$ cat src/rtl/fetch_sequencer.sv
// nic8 fetch sequencer: PC, IR and FETCH/EXEC/HALT phase control.
// Feeds the control decoder and drives the program ROM address.
module fetch_sequencer #(
  parameter logic [7:0] RESET_PC  = 8'h00,
  parameter logic [2:0] HALT_DEST = 3'd7
) (
  input  logic       clk,
  input  logic       resetBar,
  input  logic [7:0] dataBus,
  input  logic       doJumpBar,
  input  logic       loadBarIR,
  input  logic       run,
  input  logic       step,
  output logic [7:0] romAddr,
  output logic [7:0] ir,
  output logic       decodeEnable,
  output logic       immFetch,
  output logic       halted
);

  typedef enum logic [1:0] {
    FETCH = 2'd0,
    EXEC  = 2'd1,
    HALT  = 2'd2
  } state_t;

  state_t     state;
  state_t     stateNext;
  logic [7:0] pc;
  logic [7:0] pcNext;
  logic [7:0] irQ;
  logic [7:0] irNext;
  logic       adv;
  logic       busHalt;

  assign adv     = run | step;
  assign busHalt = (dataBus[6:4] == HALT_DEST);

  assign romAddr      = pc;
  assign ir           = irQ;
  assign decodeEnable = (state == EXEC);
  assign immFetch     = (state == EXEC) && (irQ[2:0] == 3'b000);
  assign halted       = (state == HALT);

  always_ff @(posedge clk or negedge resetBar) begin
    if (!resetBar) begin
      state <= FETCH;
      pc    <= RESET_PC;
      irQ   <= 8'h00;
    end else begin
      state <= stateNext;
      pc    <= pcNext;
      irQ   <= irNext;
    end
  end

  always_comb begin
    stateNext = state;
    pcNext    = pc;
    irNext    = irQ;
    unique case (state)
      FETCH: begin
        if (adv) begin
          irNext    = dataBus;
          pcNext    = pc + 8'd1;
          stateNext = busHalt ? HALT : EXEC;
        end
      end
      EXEC: begin
        if (adv) begin
          // a jump wins over consuming an immediate byte
          if (!doJumpBar)
            pcNext = dataBus;
          else if (immFetch)
            pcNext = pc + 8'd1;
          if (!loadBarIR) begin
            irNext    = dataBus;
            stateNext = busHalt ? HALT : EXEC;
          end else begin
            stateNext = FETCH;
          end
        end
      end
      HALT: begin
        stateNext = HALT;
      end
      default: begin
        stateNext = FETCH;
      end
    endcase
  end

endmodule

$ cat config.mk
export PLATFORM = sky130hd
export DESIGN_NAME = fetch_sequencer
export DESIGN_NICKNAME = d
export VERILOG_FILES = /design/src/rtl/fetch_sequencer.sv
export SDC_FILE = /design/constraint.sdc
export NUM_CORES = 1
export LEC_CHECK = 0
export BUFFER_PORTS_ARGS = -buffer_cell sky130_fd_sc_hd__buf_2
export CELL_PAD_IN_SITES_DETAIL_PLACEMENT = 1
export CELL_PAD_IN_SITES_GLOBAL_PLACEMENT = 2
export CORE_MARGIN = 3
export CORE_UTILIZATION = 30
export CTS_BUF_LIST = sky130_fd_sc_hd__clkbuf_8
export DETAILED_ROUTE_END_ITERATION = 16
export GPL_TIMING_DRIVEN = 0
export PLACE_DENSITY_LB_ADDON = 0.08
export SLEW_MARGIN = 40
export SYNTH_ARGS = -nofsm -noshare
export SYNTH_HDL_FRONTEND = slang
export SYNTH_SLANG_ARGS = --single-unit
$ cat constraint.sdc
create_clock -name clk -period 1.9 [get_ports clk]
set_clock_uncertainty 0.05 [all_clocks]
set_input_delay 0.19 -clock clk [delete_from_list [all_inputs] [get_ports clk]]
set_output_delay 0.19 -clock clk [all_outputs]
set_load 0.005 [all_outputs]
---- Yosys cells after proc, flatten, opt, wreduce, memory -nomap -nowiden ----
Cells that the tools add are included.
storage, ports and cells
  register bits ........................... 18
  word-level logic and storage cells ...... 33
operators by class
  $add $sub $neg .......................... 1
  equal/unequal tests ..................... 7
  multiplexer cells ....................... 14
  bitwise gates (word level) .............. 1
  reduce and logical (&&, ||, !) cells .... 7
operators by type and width
  cell                 number
  $mux 8               7
  $pmux 8 s2           2
  $add 8x1->8 const B  1
  $mux 2               4
  $reduce_and 4->1     2
  $pmux 2 s3           1
  $ne 2x2->1 const B   2
  $eq 3x3->1 const B   1
  $logic_not 3->1      1
  $ne 3x2->1 const B   1
  $eq 2x1->1 const B   1
  $eq 2x2->1 const B   1
  $logic_not 2->1      1
  $ne 2x1->1 const B   1
  $reduce_and 2->1     1
  $reduce_bool 2->1    1
  $logic_and 1x1->1    1
  $or 1x1->1           1

---- Logic depth before layout (Yosys ltp) ----
Gate-level depths: netlist of the first run.
  word-level depth ........................ 6
  mapped depth ............................ 7
  gate-level depth less buffers ........... 5

---- Least setup slack after synthesis of the first run ----
OpenSTA, ideal clock, no wires.
  kind .................................... flip-flop to flip-flop
  start ................................... reg irQ[1], in the netlist ir[1]
  end ..................................... reg pc[1], in the netlist romAddr[1]
  data arrival time ....................... 1.445 ns
  data required time ...................... 1.768 ns
  slack ................................... 0.323 ns
  cell stages (with the launch flop) ...... 6
  path buffers ............................ 1
  cell sequence ........................... dfrtp_1 > or3_4 > a311oi_4 > buf_6 > nor2_1 > a31oi_1
between the ends
  cells in the longest elaborated chain, start to end .. 4
ends and longest elaborated chain
  item                               RTL line  source
  from (decl)                        31        logic [7:0] irQ;
  from (signal assigned)             53        irQ <= irNext;
  $logic_not 3->1                    42        assign immFetch = (state == EXEC) && (irQ[2:0] == 3'b000);
  $logic_and 1x1->1                  42
  $ne 3x2->1 (no source line)        --
  $reduce_and 4->1 (no source line)  --
  to (signal assigned)               52        pc <= pcNext;
  to (decl)                          29        logic [7:0] pc;
No other way between the ends.
A chain may end at the register's enable or synchronous reset.

---- Worst setup path after layout of the first run ----
  start ................................... reg irQ[1], in the netlist ir[1]
  end ..................................... reg pc[2], in the netlist romAddr[2]
The elaborated chain is that of the path after synthesis.

==> impl_metrics.yaml, run 1 <==
run_status:
  run_status: "completed"
setup_path:
  timing.critical_path.cells: "or3_4 > a311oi_4 > buf_6 > a21oi_1 > a21oi_1"
  path_depth: 5
  cp.required_ns: 2.03
  cpLargestDelayFamily: "compound AO/OA/AOI/OAI gates"
  setup.worst_path.end: "romAddr[2]$_DFFE_PN0P_"
  critical_path.startpoint: "ir[1]$_DFFE_PN0P_"
  critical_path.slowest_cell: "or3_4"
  cp.buffers_inverters: 1
  r2r_startpoint: "ir[1]$_DFFE_PN0P_"
  worst_r2r_endpoint: "romAddr[2]$_DFFE_PN0P_"
  timing.critical_path.to_type: "flop"
  cell_with_the_most_instances_on_the_worst_path: "a21oi_1"
  worst_setup_path_start_kind: "flop"
  delay_of_the_slowest_critical_path_stage_ns: 0.42
  path_max_fanout: 10
  critical_path_class: "flop to flop"
  worst_reg_to_reg_setup_slack_ns: 0.20
  worstPathArrival_ns: 1.82
  reg2reg_depth: 5
die:
  io-pin-count: 33
  fp-row-count: 20
  initial_core_utilization_pct: 31.5
  die_area_um2: 3960
  fp.dieW_um: 62.9
  die_height_um: 62.9
  design.core.area_um2: 3080
synth:
  ys_seq_area_share_pct: 46.4
  ys_types: 28
  syn_avg_cell_area_um2: 10.2
  synthesis.nets: 110
  synthDominantCellAreaShare_pct: 46.4
  synthesis.area_um2: 971
  synth-warning-count: 0
  synth.top_cells.by_area: "dfrtp_1 46%, mux2_2 9.3%, a21oi_1 6.2%"
  synth-seq-cells: 18
  synthCells: 95
  yosysTopAreaCell: "dfrtp_1"
sta:
  setup_total_negative_slack_ns: 0
  finalHoldViolations: 0
  tightestPinTransition_ns: 0.429
  setup_viol_count_final: 0
  layout_worst_path_cycle_share_pct: 89.4
  timing.final.crit_period_ns: 1.70
  max-slew-margin-rel_pct: 71.4
  drv_slew: 0
  grt_setup_unrepaired: "false"
  maximum_clock_rate_ghz: 0.589
placement:
  gpl.final_weighted_congestion: 0.734
  port_buffers: 32
  dpl.cell_count: 171
  dpl.hpwl_um: 1970
clock_network:
  worst_skew_pair.late_latency_ns: 0.25
  root_buffer_cell: "clkbuf_8"
  cts_post_setup_buffers_inserted: 0
  cts_resized: 0
  cts_made_buffers: 3
  path_clk_slew_ns: 0.07
  htree_levels: 1
  max-clock-path-buffers: 2
  tritoncts: "done"
  cts_sinks: 18
global_route:
  globalRouteOverflowTotal: 0
  grt_start_max_net_pins: 19
  grt_pass1_vias: 911
  grt_first_pass_wirelength_um: 4420
  antenna_violations_before_repair: 0
  grt_util_all_layers_pct: 14.3
cells_and_area:
  post_route_cells_drive_above_1_share_pct: 38.2
  nNetsFinal: 148
  n_antenna_cell: 0
  final.fill_count: 385
  final_cell_mix: "32 x buf_2, 18 x dfrtp_1, 12 x a21oi_1, 10 x nand2_1, 8 x mux2_2"
  area_added_between_synthesis_and_finish_pct: 27.4
  stdcell_count: 175
  layout_commonest_cell: "buf_2"
power_and_ir_drop:
  power.switching_fraction_pct: 39.0
  vdd_ir_drop_max_mv: 0.486
  internal_portion_of_total_power_uw: 1140
  comb_power_share_pct: 46.9
  p_clk_share_pct: 14.5
  power.density_cell_area_nw_per_um2: 1500
  power.sequential.fraction_pct: 38.6
  p_leak_uw: 0.000571
  p_sw_uw: 725
drt:
  detail_route.drc_violations: 0
  drtAntennaViolNets: 0
  dr.first_iter.drc_count: 20
  avgRoutedWirePerCell_um: 14.7
  drt_pre_antenna_iters: 4
  viasPerCell: 4.97
  detailroute.via_count: 870
  detail_route.wirelength_um: 2570
hold_path:
  hold_path_class: "input port to flop"
flow_run:
  timing.max_cap.violations: 0
metrics by stage:
stage                     hold WS, ns  cell area, um2  utilization [%]  worst slack, ns  total power [uW]
after CTS                       0.134            1240             40.2            0.174              1900
after global placement          0.108            1190             38.5            0.211              1600
after floorplan                -0.156             971                -            0.323              1270
after detailed placement        0.108            1190             38.5            0.189              1620
after global routing            0.145            1240             40.2           0.0903              2050
final                           0.138            1240             40.2            0.202              1860
Yosys cell counts:
library cell	number
nor2_1	6
inv_1	1
and3_1	2
nand3_1	7
dfrtp_1	18
or3b_1	1
ha_1	1
nand2b_1	2
o31ai_1	1
a311o_1	1
o311a_1	1
a31oi_1	1
buf_6	2
a2bb2oi_1	2
a31o_2	1
or3_4	1
o32ai_1	1
mux2i_1	1
nor3_1	2
buf_8	1
nand2_1	10
mux2_2	8
a311oi_4	1
o22ai_1	2
buf_4	1
o21ai_0	7
nor2b_1	1
a21oi_1	12
final cells by class:
type,count,area [um2],share of cell area [%]
buffer,4,45.0,3.64
clock buffer,3,41.3,3.34
inverter,1,3.75,0.303
multi-input combinational,72,472,38.1
sequential,18,450,36.4
tap,44,55.1,4.45
timing repair buffer,33,170,13.8
state kept, by name, summed over array words and instances (netlist names):
name     cells
state        2
romAddr      8
ir           8
worst min-delay path by stage:
stage / from / end / slack [ns] / cells after the start
2_1_floorplan: resetBar / ir[0]$_DFFE_PN0P_ / -0.16 / 0
3_3_place_gp: resetBar / state[1]$_DFFE_PN0P_ / 0.11 / 1
3_5_place_dp: resetBar / state[1]$_DFFE_PN0P_ / 0.11 / 1
4_1_cts: dataBus[3] / ir[3]$_DFFE_PN0P_ / 0.13 / 2
5_1_grt: dataBus[3] / ir[3]$_DFFE_PN0P_ / 0.14 / 2
6_report: dataBus[2] / ir[2]$_DFFE_PN0P_ / 0.14 / 2
power by group through the flow:
stage / Clock, uW / Combinational (uW) / Sequential, uW
finish: 271 / 873 / 718
global route: 296 / 998 / 756
CTS: 280 / 895 / 722
detailed placement: 0 / 892 / 727
global placement: 0 / 886 / 718
floorplan: 0 / 562 / 713
what timing repair did:
item / in CTS / in global routing
endpoints found under the hold margin: 18 / 0
hold buffers: 1 / 0
endpoints found under the setup margin: 0 / 0
logic make-up (layout without fill, tap and decap cells):
family | after synthesis | in the layout | share of synthesized area [%]
and+or+nand+nor | 32 | 32 | 16.1
adders and majority gates | 1 | 1 | 1.29
buffers and inverters | 5 | 41 | 5.03
AOI/OAI and AO/OA | 30 | 30 | 20.9
DFF | 18 | 18 | 46.4
muxes | 9 | 9 | 10.3
layer usage:
layer	routed length [um]	vias to the layer above	global-route usage (%)
li1	-	424	-
met1	1180	427	18.2
met2	1280	17	24.0
met3	97	2	2.70
met4	19	0	4.96
met5	0	-	0
(Power assumes the default switching activity.)
==> run 2, diff against run 1 <==
Settings changed: GPL_TIMING_DRIVEN 0 to default, PLACE_DENSITY_LB_ADDON 0.08 to 0.1.
==> run 2 against run 1 <==
- critical path depth is the same
- critical path type unchanged
- setup slack improved by 0.0032 ns
- global-route usage decreased by 0.059 points
- largest cell class unchanged
- critical endpoint is now romAddr[0]$_DFFE_PN0P_
- highest routed layer unchanged
- worst hold slack improved by 0.0052 ns
- die area did not move
- core utilization hardly changed
- routed wire length increased by 1.7%
- via count is the same
- non-clock buffer count stayed put
- count of clock-buffer cells in the layout increased by 1
==> impl_metrics.yaml, run 2 (synthesis gave the netlist of run 1 again) <==
run_status:
  run_status: "completed"
cells_and_area:
  layout.core_utilization_pct: 40.2
  final_cell_mix: "32 x buf_2, 18 x dfrtp_1, 12 x a21oi_1, 10 x nand2_1, 8 x mux2_2"
  area_added_between_synthesis_and_finish_pct: 27.3
  nNetsFinal: 148
  n_antenna_cell: 0
  post_route_cells_drive_above_1_share_pct: 38.6
  layout_commonest_cell: "buf_2"
die:
  fp-row-count: 20
  io-pin-count: 33
  design.core.area_um2: 3080
  die_height_um: 62.9
  fp.dieW_um: 62.9
  initial_core_utilization_pct: 31.5
  die_area_um2: 3960
power_and_ir_drop:
  vdd_ir_drop_max_mv: 0.439
  power.density_cell_area_nw_per_um2: 1530
  p_leak_uw: 0.000574
flow_run:
  timing.max_cap.violations: 0
global_route:
  grt_pass1_vias: 941
  grt_first_pass_wirelength_um: 4500
  globalRouteOverflowTotal: 0
  grt_util_all_layers_pct: 14.2
  antenna_violations_before_repair: 0
  grt_start_max_net_pins: 20
clock_network:
  cts_resized: 0
  max-clock-path-buffers: 2
  worst_skew_pair.late_latency_ns: 0.25
  path_clk_slew_ns: 0.07
  post_cts_hold_buffer_count: 1
  root_buffer_cell: "clkbuf_8"
  cts_sinks: 18
  cts_post_setup_buffers_inserted: 0
  htree_levels: 1
  cts_made_buffers: 3
  tritoncts: "done"
sta:
  timing.final.crit_period_ns: 1.69
  layout_worst_path_cycle_share_pct: 89.2
  holdWs_ns: 0.143
  finalHoldViolations: 0
  maximum_clock_rate_ghz: 0.590
  max-slew-margin-rel_pct: 61.5
  setup_viol_count_final: 0
  tightestPinTransition_ns: 0.578
  drv_slew: 0
  setup_total_negative_slack_ns: 0
  grt_setup_unrepaired: "false"
hold_path:
  hold_path_class: "input port to flop"
  worstHoldStart: "dataBus[3]"
drt:
  detail_route.drc_violations: 0
  drtAntennaViolNets: 0
  avgRoutedWirePerCell_um: 14.9
  detail_route.wirelength_um: 2620
  drt_pre_antenna_iters: 4
  detailroute.via_count: 870
  viasPerCell: 4.94
  dr.first_iter.drc_count: 38
placement:
  gpl.final_weighted_congestion: 0.682
  dpl.hpwl_um: 2030
  port_buffers: 32
setup_path:
  reg2reg_depth: 5
  worst_reg_to_reg_setup_slack_ns: 0.21
  path_max_fanout: 12
  worst_r2r_endpoint: "romAddr[0]$_DFFE_PN0P_"
  setup.worst_path.end: "romAddr[0]$_DFFE_PN0P_"
  r2r_startpoint: "ir[1]$_DFFE_PN0P_"
  critical_path_class: "flop to flop"
  cp.required_ns: 2.03
  worst_setup_path_start_kind: "flop"
  critical_path.startpoint: "ir[1]$_DFFE_PN0P_"
  timing.critical_path.to_type: "flop"
  worstPathArrival_ns: 1.82
-- run 2: per-stage QoR --
stage | setup slack [ns] | instance area, um2 | cells | power (uW)
2_1_floorplan | 0.323 | 971 | 95 | 1270
3_3_place_gp | 0.261 | 1170 | 171 | 1580
3_5_place_dp | 0.194 | 1170 | 171 | 1600
4_1_cts | 0.174 | 1240 | 176 | 1930
5_1_grt | 0.0775 | 1240 | 176 | 2080
6_report | 0.205 | 1240 | 176 | 1890
-- run 2: layout make-up --
cell class	instances	area, um2
clock buffer	4	55.1
fill	375	1840
inverter	1	3.75
multi-input combinational	72	472
sequential	18	450
tap	44	55.1
timing repair buffer	37	200
-- run 2: layer usage --
layer | wire, um | global-route usage (%)
met5 | 0 | 0
met4 | 14 | 2.48
met3 | 96 | 2.52
met2 | 1240 | 23.5
met1 | 1260 | 19.6
-- run 2: report_power, final --
| group | switching, uW | internal, uW |
|---|---|---|
| clock network | 129 | 184 |
| logic | 446 | 431 |
| registers | 149 | 549 |
| total | 725 | 1160 |
-- run 2: critical path, cell delays in order, from the launching register on --
cell,delay (ns)
dfrtp_1,0.40
or3_4,0.42
a311oi_4,0.28
buf_4,0.22
o21ai_0,0.10
mux2i_1,0.15
-- run 2: how the worst min path moves through the flow --
stage | end | slack (ns) | cells past startpoint
after floorplan | ir[0]$_DFFE_PN0P_ | -0.16 | 0
after global placement | romAddr[4]$_DFFE_PN0P_ | 0.10 | 1
after detailed placement | romAddr[4]$_DFFE_PN0P_ | 0.11 | 1
after CTS | ir[3]$_DFFE_PN0P_ | 0.14 | 2
after global routing | ir[3]$_DFFE_PN0P_ | 0.15 | 2
final | ir[3]$_DFFE_PN0P_ | 0.14 | 2
